[config.mk]
export PLATFORM = sky130hd
export DESIGN_NAME = slab_interval_sequencer
export DESIGN_NICKNAME = d
export VERILOG_FILES = /design/src/rtl/slab_interval_sequencer.sv
export SDC_FILE = /design/constraint.sdc
export NUM_CORES = 1
export LEC_CHECK = 0
export CAP_MARGIN = 0
export CORE_ASPECT_RATIO = 1.5
export CORE_MARGIN = 1
export CORE_UTILIZATION = 25
export DETAILED_ROUTE_END_ITERATION = 7
export PLACE_DENSITY = 0.48
export SLEW_MARGIN = 0
export SYNTH_ARGS = -nofsm -noshare
export SYNTH_HDL_FRONTEND = slang
export SYNTH_SLANG_ARGS = --single-unit
[constraint.sdc]
create_clock -name clk -period 16.7 [get_ports clk]
set_clock_uncertainty 0.15 [all_clocks]
set_input_delay 4.175 -clock clk [delete_from_list [all_inputs] [get_ports clk]]
set_output_delay 4.175 -clock clk [all_outputs]
set_load 0.01 [all_outputs]
[src/rtl/slab_interval_sequencer.sv]
// slab_interval_sequencer: finishes the ray/AABB slab test by reducing
// tmin/tmax through one shared FP subtract-and-compare unit.
module slab_interval_sequencer #(
    parameter int W       = 29,
    parameter int CMP_LAT = 4
) (
    input  logic       clk,
    input  logic       rst,
    input  logic       start,
    input  logic       abort,
    input  logic [W:0] tmin_x,
    input  logic [W:0] tmin_y,
    input  logic [W:0] tmin_z,
    input  logic [W:0] tmax_x,
    input  logic [W:0] tmax_y,
    input  logic [W:0] tmax_z,
    output logic [W:0] cmp_a,
    output logic [W:0] cmp_b,
    input  logic       cmp_less,
    output logic       busy,
    output logic       done,
    output logic       hit,
    output logic [W:0] tnear,
    output logic [W:0] tfar
);
    typedef enum logic [1:0] {IDLE, STEP, DONE} state_t;

    localparam logic [3:0] LAT = 4'(CMP_LAT);

    state_t     state, state_d;
    logic [2:0] step, step_d;
    logic [3:0] wcnt, wcnt_d;
    logic       busy_d, done_d, hit_d;
    logic       lt, lt_d;
    logic [W:0] tnear_d, tfar_d;
    logic [W:0] a_d, b_d;
    logic [W:0] near, near_d;
    logic [W:0] far, far_d;
    logic [W:0] mn [3];
    logic [W:0] mn_d [3];
    logic [W:0] mx [3];
    logic [W:0] mx_d [3];

    always_ff @(posedge clk or posedge rst) begin
        if (rst) begin
            state <= IDLE;
            step  <= '0;
            wcnt  <= '0;
            busy  <= 1'b0;
            done  <= 1'b0;
            hit   <= 1'b0;
            lt    <= 1'b0;
            tnear <= '0;
            tfar  <= '0;
            cmp_a <= '0;
            cmp_b <= '0;
            near  <= '0;
            far   <= '0;
            mn    <= '{default: '0};
            mx    <= '{default: '0};
        end else begin
            state <= state_d;
            step  <= step_d;
            wcnt  <= wcnt_d;
            busy  <= busy_d;
            done  <= done_d;
            hit   <= hit_d;
            lt    <= lt_d;
            tnear <= tnear_d;
            tfar  <= tfar_d;
            cmp_a <= a_d;
            cmp_b <= b_d;
            near  <= near_d;
            far   <= far_d;
            mn    <= mn_d;
            mx    <= mx_d;
        end
    end

    // Working near/far are kept apart from tnear/tfar so an aborted
    // test leaves the last completed interval visible.
    always_comb begin
        state_d = state;
        step_d  = step;
        wcnt_d  = wcnt;
        busy_d  = busy;
        done_d  = 1'b0;
        hit_d   = hit;
        lt_d    = lt;
        tnear_d = tnear;
        tfar_d  = tfar;
        a_d     = cmp_a;
        b_d     = cmp_b;
        near_d  = near;
        far_d   = far;
        mn_d    = mn;
        mx_d    = mx;
        unique case (state)
            IDLE: begin
                if (start) begin
                    mn_d    = '{tmin_x, tmin_y, tmin_z};
                    mx_d    = '{tmax_x, tmax_y, tmax_z};
                    a_d     = tmin_x;
                    b_d     = tmin_y;
                    busy_d  = 1'b1;
                    step_d  = '0;
                    wcnt_d  = '0;
                    state_d = STEP;
                end
            end
            STEP: begin
                if (abort) begin
                    busy_d  = 1'b0;
                    step_d  = '0;
                    wcnt_d  = '0;
                    state_d = IDLE;
                end else if (wcnt != LAT) begin
                    wcnt_d = wcnt + 4'd1;
                end else begin
                    wcnt_d = '0;
                    step_d = step + 3'd1;
                    // Next operands use the value updated on this edge.
                    case (step)
                        3'd0: begin
                            near_d = cmp_less ? mn[1] : mn[0];
                            a_d    = near_d;
                            b_d    = mn[2];
                        end
                        3'd1: begin
                            near_d = cmp_less ? mn[2] : near;
                            a_d    = mx[0];
                            b_d    = mx[1];
                        end
                        3'd2: begin
                            far_d = cmp_less ? mx[0] : mx[1];
                            a_d   = far_d;
                            b_d   = mx[2];
                        end
                        3'd3: begin
                            far_d = cmp_less ? far : mx[2];
                            a_d   = near;
                            b_d   = far_d;
                        end
                        3'd4: begin
                            lt_d = cmp_less;
                            a_d  = far;
                            b_d  = '0;
                        end
                        3'd5: begin
                            hit_d   = lt & ~cmp_less;
                            tnear_d = near;
                            tfar_d  = far;
                            done_d  = 1'b1;
                            step_d  = '0;
                            state_d = DONE;
                        end
                        default: begin
                            step_d  = '0;
                            busy_d  = 1'b0;
                            state_d = IDLE;
                        end
                    endcase
                end
            end
            DONE: begin
                busy_d  = 1'b0;
                state_d = IDLE;
            end
            default: begin
                busy_d  = 1'b0;
                state_d = IDLE;
            end
        endcase
    end
endmodule

After elaboration in Yosys (flattened, before gate mapping)
Index checks and enable logic that the tools add are counted.

Register bits: 373. Output and inout port bits: 123. Logic and storage cells: 96. Input bits: 185.

Multiplexer cells: 39. Eq/ne operators: 15. Reductions and logical operators: 17. Bitwise logic cells: 4. Add/subtract/negate cells: 2.

Operators with widths (number): 30-bit two-way mux (10); 30-bit one-hot mux with 5 select lines (2); 30-bit one-hot mux with 2 select lines (4); 3-bit two-way mux (4); 4-bit two-way mux (3); 4-bit AND reduction (3); 5-bit AND reduction (2); 3-bit != test (second input constant) (3); 3-bit AND reduction (3); 1-bit two-way mux (8); 2-bit != test (second input constant) (4); 2-bit one-hot mux with 2 select lines (2); 4-bit one-hot mux with 2 select lines (1); 3-bit by 2-bit == test with 1-bit output (second input constant) (2); 3-bit == test (second input constant) (2); 2-bit two-way mux (3); 6-bit by 3-bit != test with 1-bit output (second input constant) (1); 3-bit one-hot mux with 2 select lines (1); 2-bit nonzero test (3); 6-bit OR reduction (1); 5-bit OR reduction (1); 4-bit by 1-bit adder with 4-bit output (second input constant) (1); 4-bit by 3-bit != test with 1-bit output (second input constant) (1); 2-bit AND reduction (2); other kinds (8) (10).

Longest topological paths before layout
Gate-level depths: netlist (run 1).

Word-level depth: 6. Depth in mapped cells: 11. Gate-level depth less buffers: 6.

Least setup slack after synthesis (run 1)
Ideal clock, no wire load.

Path kind: input port to flip-flop. Start point: input port cmp_less. End point: register cmp_a[0]. Required time: 16413 ps. Library setup time: 137 ps. Path buffers: 3. Arrival time: 5516 ps. Path slack: 10897 ps. Stages on the path: 7. Path through: buf_2 -> buf_2 -> buf_2 -> mux2i_1 -> nor2_1 -> o311ai_0 -> a31oi_1.

Cells in the longest elaborated chain, start to end: 5. Elaborated cells on any way between the ends: 6. Those cells by class: 6 x mux.

RTL lines: start, declared (RTL line 19) `input logic cmp_less,`; 30-bit two-way mux, on equally long branches (RTL line 135, 125); 30-bit one-hot mux with 5 select lines (*) (RTL line 123) `case (step)`; 30-bit two-way mux (*) (RTL line 117) `end else if (wcnt != LAT) begin`; 30-bit two-way mux (*) (RTL line 112) `if (abort) begin`; 30-bit one-hot mux with 2 select lines (*) (RTL line 98) `unique case (state)`; end signal, assigned (RTL line 55) `cmp_a <= '0;`; end signal, assigned (RTL line 71) `cmp_a <= a_d;`; end, declared (RTL line 17) `output logic [W:0] cmp_a,`.

Mark *: on every way between the ends. The rest lies on a longest branch, timed or not. The select of a mux whose other input is x is not followed. A chain may end at the register's enable or synchronous reset.

==> results.yml, run 1 <==
sta:
  min_period_ns: 7.43
  worst_pin_slew_ns: 1.19
  setup_viol: 0
  rsz0062_at_grt: "false"
  slew_headroom_pct: 20.6
  clock.fmax_mhz: 135
  finalCritPeriodShare_pct: 44.5
  slew_viol_final: 0
  final.setup.tns_ns: 0
  hold_violations: 0
power_and_ir_drop:
  p_int_w: 0.00187
  finalPower_w: 0.00267
  p_comb_share_pct: 20.0
  power.density_nw_per_um2: 114
  p_sw_share_pct: 29.8
  leakagePower_nw: 10.7
  ir_drop_uv: 63.8
  seqPwrFrac_pct: 43.8
  netSwitchingPower_w: 0.000794
  clock_power_share_pct: 36.2
die:
  io_pins: 308
  floorplan.initialDensity_pct: 25.3
  core_area_sq_um: 71500
  die-width_um: 221
  die_area_sq_um: 73400
  row_count: 120
  die_y_um: 331
clock_network:
  cts_setup_buffers: 0
  worst_skew_pair.late_latency_ns: 0.57
  cts_made_buffers: 41
  clk_pin_slew_ns: 0.06
  ctsLongestPathBuffers: 3
  cts_root_buffer: "clkbuf_16"
  cts-htree-levels: 2
  post_cts_resize_count: 0
  cts_hold_buf: 0
  cts.sinks: 373
  cts_tree: "done"
setup_path:
  startpoint_type: "input port"
  cp_data_required_time_ns: 17.16
  crit_path_end_kind: "async pin"
  r2r_slack_ns: 12.70
  crit_arrival_ns: 7.90
  crit_type: "in -> async"
  crit_fanout: 135
logic_synthesis:
  synth_top_flop_cell: "dfrtp_1"
  yosysWarnings: 0
  synth-compound-area-share_pct: 13.5
  synth_top_family_by_area: "simple AND/OR/NAND/NOR gates"
  synth_top_area_cell: "dfrtp_1"
  syn_area_sq_um: 18100
  synth_cells: 1959
  synth.area.mux_share_pct: 11.1
  synth_top_area_share_pct: 51.7
  avgSynthCellArea_sq_um: 9.22
  yosysSeqAreaShare_pct: 51.7
  synth_nets: 2152
  ys_types: 43
  synthSimpleGateAreaFrac_pct: 19.3
  synth_area_leaders: "dfrtp_1 52%, nand2_1 14%, mux2_2 7.7%, mux2i_1 3.4%, clkbuf_1 2.7%"
  synth_edf_count: 0
  ys_ff_latch: 373
  synth-xor-area-share_pct: 0.0485
  synthArstFlopShare_pct: 100
  yosys.area_share.adder_pct: 0.554
routing:
  wl_mm: 70.7
  first_pass_iters: 5
  viasPerCell: 5.03
  dr_total_vias: 15700
  drt_iter0_drc: 1138
  ant_nets: 0
  wl_per_cell_um: 22.7
  drc: 0
layout:
  syn_to_final_growth_pct: 29.3
  mostFrequentLayoutCell: "nand2_1"
  drive_gt1_share_pct: 10.9
  num-nets-final: 2363
  final_cell_mix: "662 x nand2_1, 372 x dfrtp_1, 306 x clkdlybuf4s50_1"
grt:
  overflow: 0
  track_usage_pct: 19.1
  grt_pass1_vias: 16300
  antenna_found_initial: 4
  grt_max_degree: 136
  grt_pass1_wl_mm: 107
status:
  status: "finished clean"
place:
  hpwl_mm: 43.5
  io_buffer_count: 307
  place_congestion: 0.786
flow_run:
  drv_cap: 0
min_path:
  holdCritPathClass: "reg -> reg"
final timing paths:
kind | start | depth (start not counted) | end
max in group clk | start | 6 | cmp_a[23]$_DFFE_PP0P_
worst min-delay path | mn[64]$_DFFE_PP0P_ | 2 | mn[64]$_DFFE_PP0P_
worst max-delay path | rst | 5 | near[27]$_DFFE_PP0P_
worst min register to register | mn[64]$_DFFE_PP0P_ | 2 | mn[64]$_DFFE_PP0P_
min in group asynchronous | rst | 2 | tnear[16]$_DFFE_PP0P_
worst max register to register | step[2]$_DFFE_PP0P_ | 7 | cmp_b[2]$_DFFE_PP0P_
Yosys cell counts (all sizes together), types with 2 or more instances:
master   number
buf          35
clkbuf      130
a2111oi       2
o221ai       29
mux2i        61
o311ai       30
nor2b         5
a211o        29
nor2         94
nand3         3
o22ai         3
a31oi        61
a22o          2
nand2       663
a221o        30
nand2b        3
a22oi        30
o211ai        2
inv           9
ha            8
o21ai        91
and3         33
or2           2
o21bai        2
dfrtp       373
nor3         63
mux2        124
a21oi        31
layout make-up:
cell class | instances | area [sq um]
diodes | 3 | 7.51
clock buffers | 64 | 1280
clock inverters | 10 | 139
fillers | 7469 | 48100
inverters | 9 | 41.3
multi-input cells | 1412 | 8140
flip-flops and latches | 373 | 9340
well taps | 915 | 1140
repair buffers | 333 | 3270
metal layers:
| layer | GRT usage (%) | part of all wire (%) | vias up |
|---|---|---|---|
| li1 | - | - | 7188 |
| met1 | 23.9 | 42 | 7786 |
| met2 | 33.1 | 50 | 602 |
| met3 | 2.42 | 5.0 | 122 |
| met4 | 7.74 | 3.5 | 2 |
| met5 | 0 | 0.013 | - |
worst max-delay path, stage by stage:
cell	delay [ns]
clkdlybuf4s50_1	0.49
inv_8	0.63
buf_4	0.93
buf_4	0.69
buf_4	0.70
registers in the layout, indices dropped and copies added (netlist names):
name and count:
far 30, state 2, step 3, busy 1, tnear 30, near 30, hit 1, tfar 30
mx 90, wcnt 4, done 1, lt 1, cmp_b 30, mn 90, cmp_a 30
logic make-up after synthesis:
kind of cell / after synthesis
compound gates: 348
fa+ha+maj: 8
buf+inv: 174
simple gates: 870
xor+xnor: 1
flops: 373
mux: 185
through the flow:
step | cell area [sq um] | std cells | util, % | worst slack, ns | hold WS, ns
global placement | 21900 | 3042 | 30.7 | 8.60 | 0.309
detailed placement | 21900 | 3042 | 30.7 | 8.53 | 0.313
CTS | 23400 | 3116 | 32.7 | 9.15 | 0.329
floorplan | 18100 | 1959 | - | 2.02 | 0.295
finish | 23400 | 3119 | 32.7 | 9.27 | 0.324
global route | 23400 | 3119 | 32.7 | 8.77 | 0.340
power groups by stage:
| stage | Sequential [W] | Combinational (W) | Clock (W) |
|---|---|---|---|
| floorplan | 0.00116 | 0.000281 | 0 |
| global placement | 0.00118 | 0.000531 | 0 |
| detailed placement | 0.00118 | 0.000540 | 0 |
| CTS | 0.00117 | 0.000542 | 0.000997 |
| global route | 0.00119 | 0.000591 | 0.00103 |
| finish | 0.00117 | 0.000533 | 0.000966 |
Note: power is estimated with default switching activity, not from simulation.
==> run 2, diff against run 1 <==
clock period = 7.5 ns   (was 16.7 ns; I/O delays follow)
==> run 2 against run 1 <==
Effect of this change:
- sequential share of layout area down 0.18 points
- highest routed layer is now met4
- combinational power rose by 120%
- wire length is 1.8% higher
==> results.yml, run 2 (synthesis gave the netlist of run 1 again) <==
power_and_ir_drop:
  finalPower_w: 0.00613
  ir_drop_uv: 126
  leakagePower_nw: 10.7
  power.density_nw_per_um2: 261
die:
  die-width_um: 221
  row_count: 120
  die_area_sq_um: 73400
  core_area_sq_um: 71500
  io_pins: 308
  floorplan.initialDensity_pct: 25.3
  die_y_um: 331
routing:
  wl_mm: 72.0
  drt_iter0_drc: 1099
  drc: 0
  viasPerCell: 5.08
  first_pass_iters: 8
  dr_total_vias: 15800
  ant_nets: 0
  wl_per_cell_um: 23.1
sta:
  min_period_ns: 4.18
  fin_ws_ns: 3.32
  hold_violations: 0
  worst_pin_slew_ns: 1.24
  slew_viol_final: 0
  holdWs_ns: 0.324
  clock.fmax_mhz: 239
  final.setup.tns_ns: 0
  setup_viol: 0
  rsz0062_at_grt: "false"
  slew_headroom_pct: 17.5
  finalCritPeriodShare_pct: 55.7
setup_path:
  cp_data_required_time_ns: 7.83
  crit_type: "reg -> reg"
  startpoint_type: "register"
  crit_path_end_kind: "register"
  r2r_slack_ns: 3.32
  reg2reg_depth: 8
  reg2reg_from: "step[1]$_DFFE_PP0P_"
  crit_arrival_ns: 4.51
  crit_fanout: 60
  r2r-end: "cmp_a[5]$_DFFE_PP0P_"
status:
  status: "finished clean"
place:
  placedCellCount: 3034
  io_buffer_count: 307
  hpwl_mm: 43.2
  preCtsSetupSlack_ns: 2.86
  place_congestion: 0.798
layout:
  largestRegisters: "mn: 90 flops, mx: 90 flops"
  multi_input_area_sq_um: 8140
  num-nets-final: 2357
  fillers: 7379
  layout.cells.non_filler: 3116
  drive_gt1_share_pct: 10.8
  final_cell_mix: "662 x nand2_1, 372 x dfrtp_1, 306 x clkdlybuf4s50_1"
  syn_to_final_growth_pct: 29.9
  register_area_sq_um: 9340
  mostFrequentLayoutCell: "nand2_1"
clock_network:
  post_cts_resize_count: 0
  cts-htree-levels: 2
  cts_setup_buffers: 0
  worst_skew_pair.late_latency_ns: 0.57
  cts_tree: "done"
  cts_root_buffer: "clkbuf_16"
  cts_made_buffers: 43
  cts_hold_buf: 0
  clk_pin_slew_ns: 0.06
  ctsLongestPathBuffers: 3
  cts.sinks: 373
min_path:
  hold_start: "mn[51]$_DFFE_PP0P_"
  holdCritPathClass: "reg -> reg"
  hold_end: "mn[51]$_DFFE_PP0P_"
  min_path_cells: 2
grt:
  overflow: 0
  grt_max_degree: 200
  grt_pass1_vias: 16600
  antenna_found_initial: 2
  track_usage_pct: 19.4
  grt_pass1_wl_mm: 108
flow_run:
  drv_cap: 0
run 2: through the flow:
stage                     instance area, sq um  util, %
after CTS                                23500     32.8
after global placement                   21900     30.6
after floorplan                          18100        -
after detailed placement                 21900     30.6
final                                    23500     32.8
after global routing                     23500     32.8
run 2: worst max-delay path by stage:
stage	endpoint	start	cells past startpoint	slack, ns
2_1_floorplan	busy$_DFFE_PP0P_	rst	1	0.47
3_3_place_gp	near[19]$_DFFE_PP0P_	cmp_less	4	2.95
3_5_place_dp	step[0]$_DFFE_PP0P_	start	5	2.86
4_1_cts	cmp_a[18]$_DFFE_PP0P_	step[1]$_DFFE_PP0P_	6	3.31
5_1_grt	cmp_a[14]$_DFFE_PP0P_	step[1]$_DFFE_PP0P_	8	3.15
6_report	cmp_a[5]$_DFFE_PP0P_	step[1]$_DFFE_PP0P_	8	3.32
run 2: layout make-up:
| type | instances | area share [%] |
|---|---|---|
| flip-flops and latches | 373 | 39.8 |
| multi-input cells | 1412 | 34.7 |
| repair buffers | 325 | 13.8 |
| clock buffers | 61 | 5.44 |
| well taps | 915 | 4.88 |
| clock inverters | 18 | 1.20 |
| inverters | 9 | 0.160 |
| diodes | 3 | 0.0320 |
run 2: power by group:
group / total, W / internal (W) / switching, W / leakage, nW
sequential: 0.00261 / 0.00234 / 0.000270 / 4.74
combinational: 0.00118 / 0.000549 / 0.000634 / 5.20
clock: 0.00234 / 0.00143 / 0.000911 / 0.764
run 2: critical path, cell delays in order, from the launching register on:
cell      delay, ns
dfrtp_1        0.43
inv_1          0.12
ha_2           0.67
buf_4          0.45
nor2b_4        0.69
buf_4          0.74
a221o_1        0.25
o311ai_0       0.20
a31oi_1        0.27
run 2: per-layer routing:
metal  up-vias  part of all wire [%]  global-route usage (%)
met1      7943                    42                    23.8
li1       7156                     -                       -
met5         -                     0                       0
met4         0                   3.1                    6.97
met2       594                    50                    34.4
met3       121                   4.9                    2.94
==> run 3, diff against run 2 <==
clock period = 4.4 ns   (was 7.5 ns; I/O delays follow)
==> run 3 against run 2 <==
Effect of this change:
- sequential cell count unchanged
- design area is 0.92% higher
- setup slack got worse by 2.4 ns
- critical endpoint is now cmp_a[17]$_DFFE_PP0P_
- largest power group unchanged
- highest routed layer is now met5
==> results.yml, run 3 (synthesis gave the netlist of run 1 again) <==
status:
  status: "finished clean"
power_and_ir_drop:
  ir_drop_uv: 246
  netSwitchingPower_w: 0.00310
  seqPwrFrac_pct: 43.0
  p_comb_share_pct: 19.9
  p_sw_share_pct: 30.0
  p_int_w: 0.00724
  clock_power_share_pct: 37.1
  leakagePower_nw: 10.8
  power.density_nw_per_um2: 437
layout:
  final_area_sq_um: 23700
  mostFrequentLayoutCell: "nand2_1"
  fillers: 7363
  final_cell_mix: "662 x nand2_1, 372 x dfrtp_1, 306 x clkdlybuf4s50_1"
  num-nets-final: 2377
  syn_to_final_growth_pct: 31.1
  largestRegisters: "mn: 90 flops, mx: 90 flops"
  drive_gt1_share_pct: 11.6
clock_network:
  cts.sinks: 373
  cts_hold_buf: 0
  cts_root_buffer: "clkbuf_16"
  worst_skew_pair.late_latency_ns: 0.56
  cts_made_buffers: 42
  cts-htree-levels: 2
  ctsLongestPathBuffers: 3
  cts_setup_buffers: 0
  post_cts_resize_count: 0
  clk_pin_slew_ns: 0.07
  cts_tree: "done"
grt:
  grt_max_degree: 141
  grt_pass1_vias: 16300
  track_usage_pct: 18.9
  grt_pass1_wl_mm: 106
  antenna_found_initial: 4
  overflow: 0
setup_path:
  timing.critical_path.cells: "inv_1 > ha_2 > nor2b_4 > or2_2 > o311ai_0 > a31oi_1"
  r2r_slack_ns: 0.91
  startpoint_type: "register"
  crit_path_end_kind: "register"
  crit_type: "reg -> reg"
  crit_arrival_ns: 3.74
  cp_data_required_time_ns: 4.66
  crit_fanout: 25
  cpMaxStageDelayCell: "o311ai_0"
  critical-path-max-stage-delay_ns: 0.92
die:
  core_area_sq_um: 71500
  die_area_sq_um: 73400
  die-width_um: 221
  floorplan.initialDensity_pct: 25.3
  io_pins: 308
  row_count: 120
  die_y_um: 331
routing:
  wl_mm: 70.3
  wl_per_cell_um: 22.4
  viasPerCell: 5.04
  ant_nets: 0
  first_pass_iters: 5
  drc: 0
  dr_total_vias: 15800
  drt_iter0_drc: 1090
sta:
  final.setup.tns_ns: 0
  worst_pin_slew_ns: 1.15
  rsz0062_at_grt: "false"
  holdWs_ns: 0.326
  hold_violations: 0
  clock.fmax_mhz: 287
  setup_viol: 0
  min_period_ns: 3.49
  finalCritPeriodShare_pct: 79.3
  slew_viol_final: 0
  slew_headroom_pct: 23.2
flow_run:
  drv_cap: 0
place:
  dpl_cell_area_sq_um: 22200
  hpwl_mm: 47.6
  place_congestion: 0.789
  io_buffer_count: 307
min_path:
  holdCritPathClass: "reg -> reg"
-- run 3: final cells by class --
| type | instances | area, sq um | area share, % |
|---|---|---|---|
| clock inverters | 22 | 297 | 1.25 |
| clock buffers | 54 | 1200 | 5.07 |
| well taps | 915 | 1140 | 4.83 |
| diodes | 1 | 2.50 | 0.0106 |
| multi-input cells | 1412 | 8140 | 34.3 |
| repair buffers | 346 | 3530 | 14.9 |
| flip-flops and latches | 373 | 9340 | 39.4 |
| inverters | 9 | 37.5 | 0.158 |
-- run 3: path summary, 6_finish.rpt --
check,end,depth (start not counted),from
setup reg to reg,cmp_a[17]$_DFFE_PP0P_,6,step[1]$_DFFE_PP0P_
setup / recovery,cmp_a[17]$_DFFE_PP0P_,6,step[1]$_DFFE_PP0P_
min in group asynchronous,cmp_a[14]$_DFFE_PP0P_,2,rst
hold / removal,mn[65]$_DFFE_PP0P_,2,mn[65]$_DFFE_PP0P_
hold reg to reg,mn[65]$_DFFE_PP0P_,2,mn[65]$_DFFE_PP0P_
max in group asynchronous,far[19]$_DFFE_PP0P_,4,rst
-- run 3: critical path, delay by kind of cell (launching register included) --
family,cells,cell delay [ns]
AOI/OAI and AO/OA,2,1.09
and+or+nand+nor,2,0.93
adders and majority gates,1,0.59
DFF,1,0.42
buffers and inverters,1,0.12
-- run 3: power by group through the flow --
stage	logic, W	clock network, W	registers, W
final	0.00206	0.00384	0.00445
after global routing	0.00228	0.00408	0.00451
after CTS	0.00210	0.00395	0.00445
after detailed placement	0.00209	0	0.00451
after global placement	0.00206	0	0.00450
after floorplan	0.00107	0	0.00441
-- run 3: stage by stage --
step / setup WS [ns] / instances / total power, W / util, %
finish: 0.913 / 3132 / 0.0103 / 33.1
global route: 0.714 / 3132 / 0.0109 / 33.1
CTS: 0.788 / 3131 / 0.0105 / 33.1
detailed placement: 0.795 / 3055 / 0.00660 / 31.0
global placement: 0.827 / 3055 / 0.00656 / 31.0
floorplan: -1.86 / 1959 / 0.00548 / -
-- run 3: per-layer routing --
layer	up-vias	track usage (%)	part of all wire, %
met5	-	0	0.060
met4	6	7.85	3.9
met3	152	3.19	5.2
met2	541	33.1	50
met1	7883	22.8	41
li1	7216	-	-
==> patch, RTL diff (config.mk and constraints of run 3) <==
The parameter `W` goes from 29 to 58.
--- a/src/rtl/slab_interval_sequencer.sv
+++ b/src/rtl/slab_interval_sequencer.sv
@@ -3,3 +3,3 @@
 module slab_interval_sequencer #(
-    parameter int W       = 29,
+    parameter int W       = 58,
     parameter int CMP_LAT = 4
Interface: changed (10 resized); port bits go from 308 to 598. No check against the original RTL was run, so the function may have changed too.
==> patch against run 3 <==
  * Clock power is 95% higher
  * Combinational power increased by 100%
  * First-iteration DRC count is 100% higher
  * Synthesized area grew 93%
  * Via count rose by 94%
  * Total power increased by 96%
  * Critical path type unchanged
  * Final area up 94%
  * Setup slack worse by 0.0020 ns
  * Sequential cell count is 348 higher
  * Wire length is 110% higher
==> patch: results (changes against run 3) <==
Global route
  – Largest net degree at the start of global routing: 131 (was 141)
  – Global-route wire length before repair: 216 mm (was 106 mm)
  – Antenna violations before repair: 24 (was 4)

Power and ir drop
  – Comb. pwr: 0.00414 W (was 0.00206 W)
  – Power share of the sequential group: 42.6% (was 43.0%)
  – Switching Share: 30.4% (was 30.0%)
  – Power share of the combinational group: 20.5% (was 19.9%)
  – LEAKAGE: 21.0 nW (was 10.8 nW)
  – Worst ir drop on vdd: 0.261 mV (was 0.246 mV)

Worst setup path
  – Worst Path Arrival: 3.84 ns (was 3.74 ns)
  – Worst Path Max Fanout: 38 (was 25)
  – Slowest library cell on the worst path: ha_4 (was o311ai_0)
  – Max stage delay on crit path: 0.76 ns (was 0.92 ns)

Detailed routing
  – Routed vias: 30700 (was 15800)
  – M1 wire length: 64.2 mm (was 28.7 mm)
  – Final WL: 146 mm (was 70.3 mm)
  – DRT Pass-1 Iters: 7 (was 5)
  – WL per Instance: 23.8 µm (was 22.4 µm)
  – Initial DRC Count: 2198 (was 1090)
  – Routed met2 length: 65.3 mm (was 35.2 mm)

Placement
  – Dpl cells: 6004 (was 3055)
  – Number of I/O port buffers: 597 (was 307)
  – Dpl cell area: 0.0431 mm² (was 0.0222 mm²)
  – Placed wire-length estimate: 97.8 mm (was 47.6 mm)

Layout
  – Regs by FF count: mn (177), mx (177) (was mn (90), mx (90))
  – Fillers: 14200 (was 7363)
  – Nets: 4594 (was 2377)
  – Share of cells above drive strength 1: 11.5% (was 11.6%)

Yosys
  – Adder-cell area share of the yosys netlist: 0.287% (was 0.554%)
  – Synth Area in Compound Gates: 13.4% (was 13.5%)
  – Mapped Nets: 4139 (was 2152)
  – Mux contribution to synthesized area: 11.1% (about the same)
  – Xor/xnor cell area share of the yosys netlist: 0.0251% (was 0.0485%)
  – FF+latch count, synth: 721 (was 373)
  – Yosys cell types: 51 (was 43)
  – Seq/Total Area, Yosys: 51.8% (was 51.7%)
  – Main area contributors after synthesis: dfrtp_1 (52%), nand2_1 (14%), mux2_2 (7.6%), mux2i_1 (3.4%), o21ai_0 (2.6%) (was dfrtp_1 (52%), nand2_1 (14%), mux2_2 (7.7%), mux2i_1 (3.4%), clkbuf_1 (2.7%))
  – Cells after Synth: 3772 (was 1959)

STA
  – Tightest Pin Transition: 0.978 ns (was 1.15 ns)

Clocking
  – H-tree levels: 3 (was 2)
  – Clock slew at reported path FFs: 0.07 ns (about the same)
  – TritonCTS Buffers: 80 (was 42)

Outcome
  – Outcome: completed (unchanged)
[patch: cell types whose count changed after synthesis, sizes merged, moves of 70 or more]
| cell | run 3 | this run |
|---|---|---|
| clkbuf | 130 | 217 |
| nor2 | 94 | 183 |
| dfrtp | 373 | 721 |
| o21ai | 91 | 180 |
| mux2 | 124 | 238 |
| nand2 | 663 | 1302 |
| buf | 35 | 105 |
[patch: cells by family (layout without fill, tap and decap cells)]
| group | Yosys count | after routing |
|---|---|---|
| and+or+nand+nor | 1686 | 1686 |
| DFF | 721 | 721 |
| AOI/OAI and AO/OA | 668 | 668 |
| muxes | 357 | 357 |
| buffers and inverters | 331 | 851 |
| adders and majority gates | 8 | 8 |
| xor gates and xnor gates | 1 | 1 |
| other | 0 | 5 |
[patch: metal layers]
metal	global-route usage, %	up-vias
met5	0	-
met4	6.23	32
met3	5.73	259
met2	31.9	1221
met1	27.6	15200
li1	-	13900
[patch: final cells by class]
class,instances,area (µm²),share of cell area [%]
antenna,5,12.5,0.0272
clock buffer,117,2470,5.36
clock inverter,30,442,0.959
inverter,9,37.5,0.0815
multi-input combinational,2720,15500,33.7
sequential,721,18000,39.2
tap,1859,2330,5.05
timing repair buffer,695,7220,15.7
[patch: final timing paths]
kind / startpoint / slack (ns) / to / cells after the start
min reg2reg: mn[123] / 0.32 / mn[123] / 2
min in group asynchronous: rst / 1.03 / mn[163] / 3
max reg2reg: step[0] / 0.91 / cmp_b[14] / 7
max in group asynchronous: rst / 2.34 / mx[175] / 4
min: mn[123] / 0.32 / mn[123] / 2
max: step[0] / 0.91 / cmp_b[14] / 7
[patch: worst reg2reg max path, cell delays in order (launching register included)]
cell and delay, ns:
dfrtp_1 0.45, inv_1 0.19, ha_4 0.76, o21bai_1 0.29, a2111oi_4 0.48, or2_4 0.55, buf_12 0.33, a31oi_1 0.15
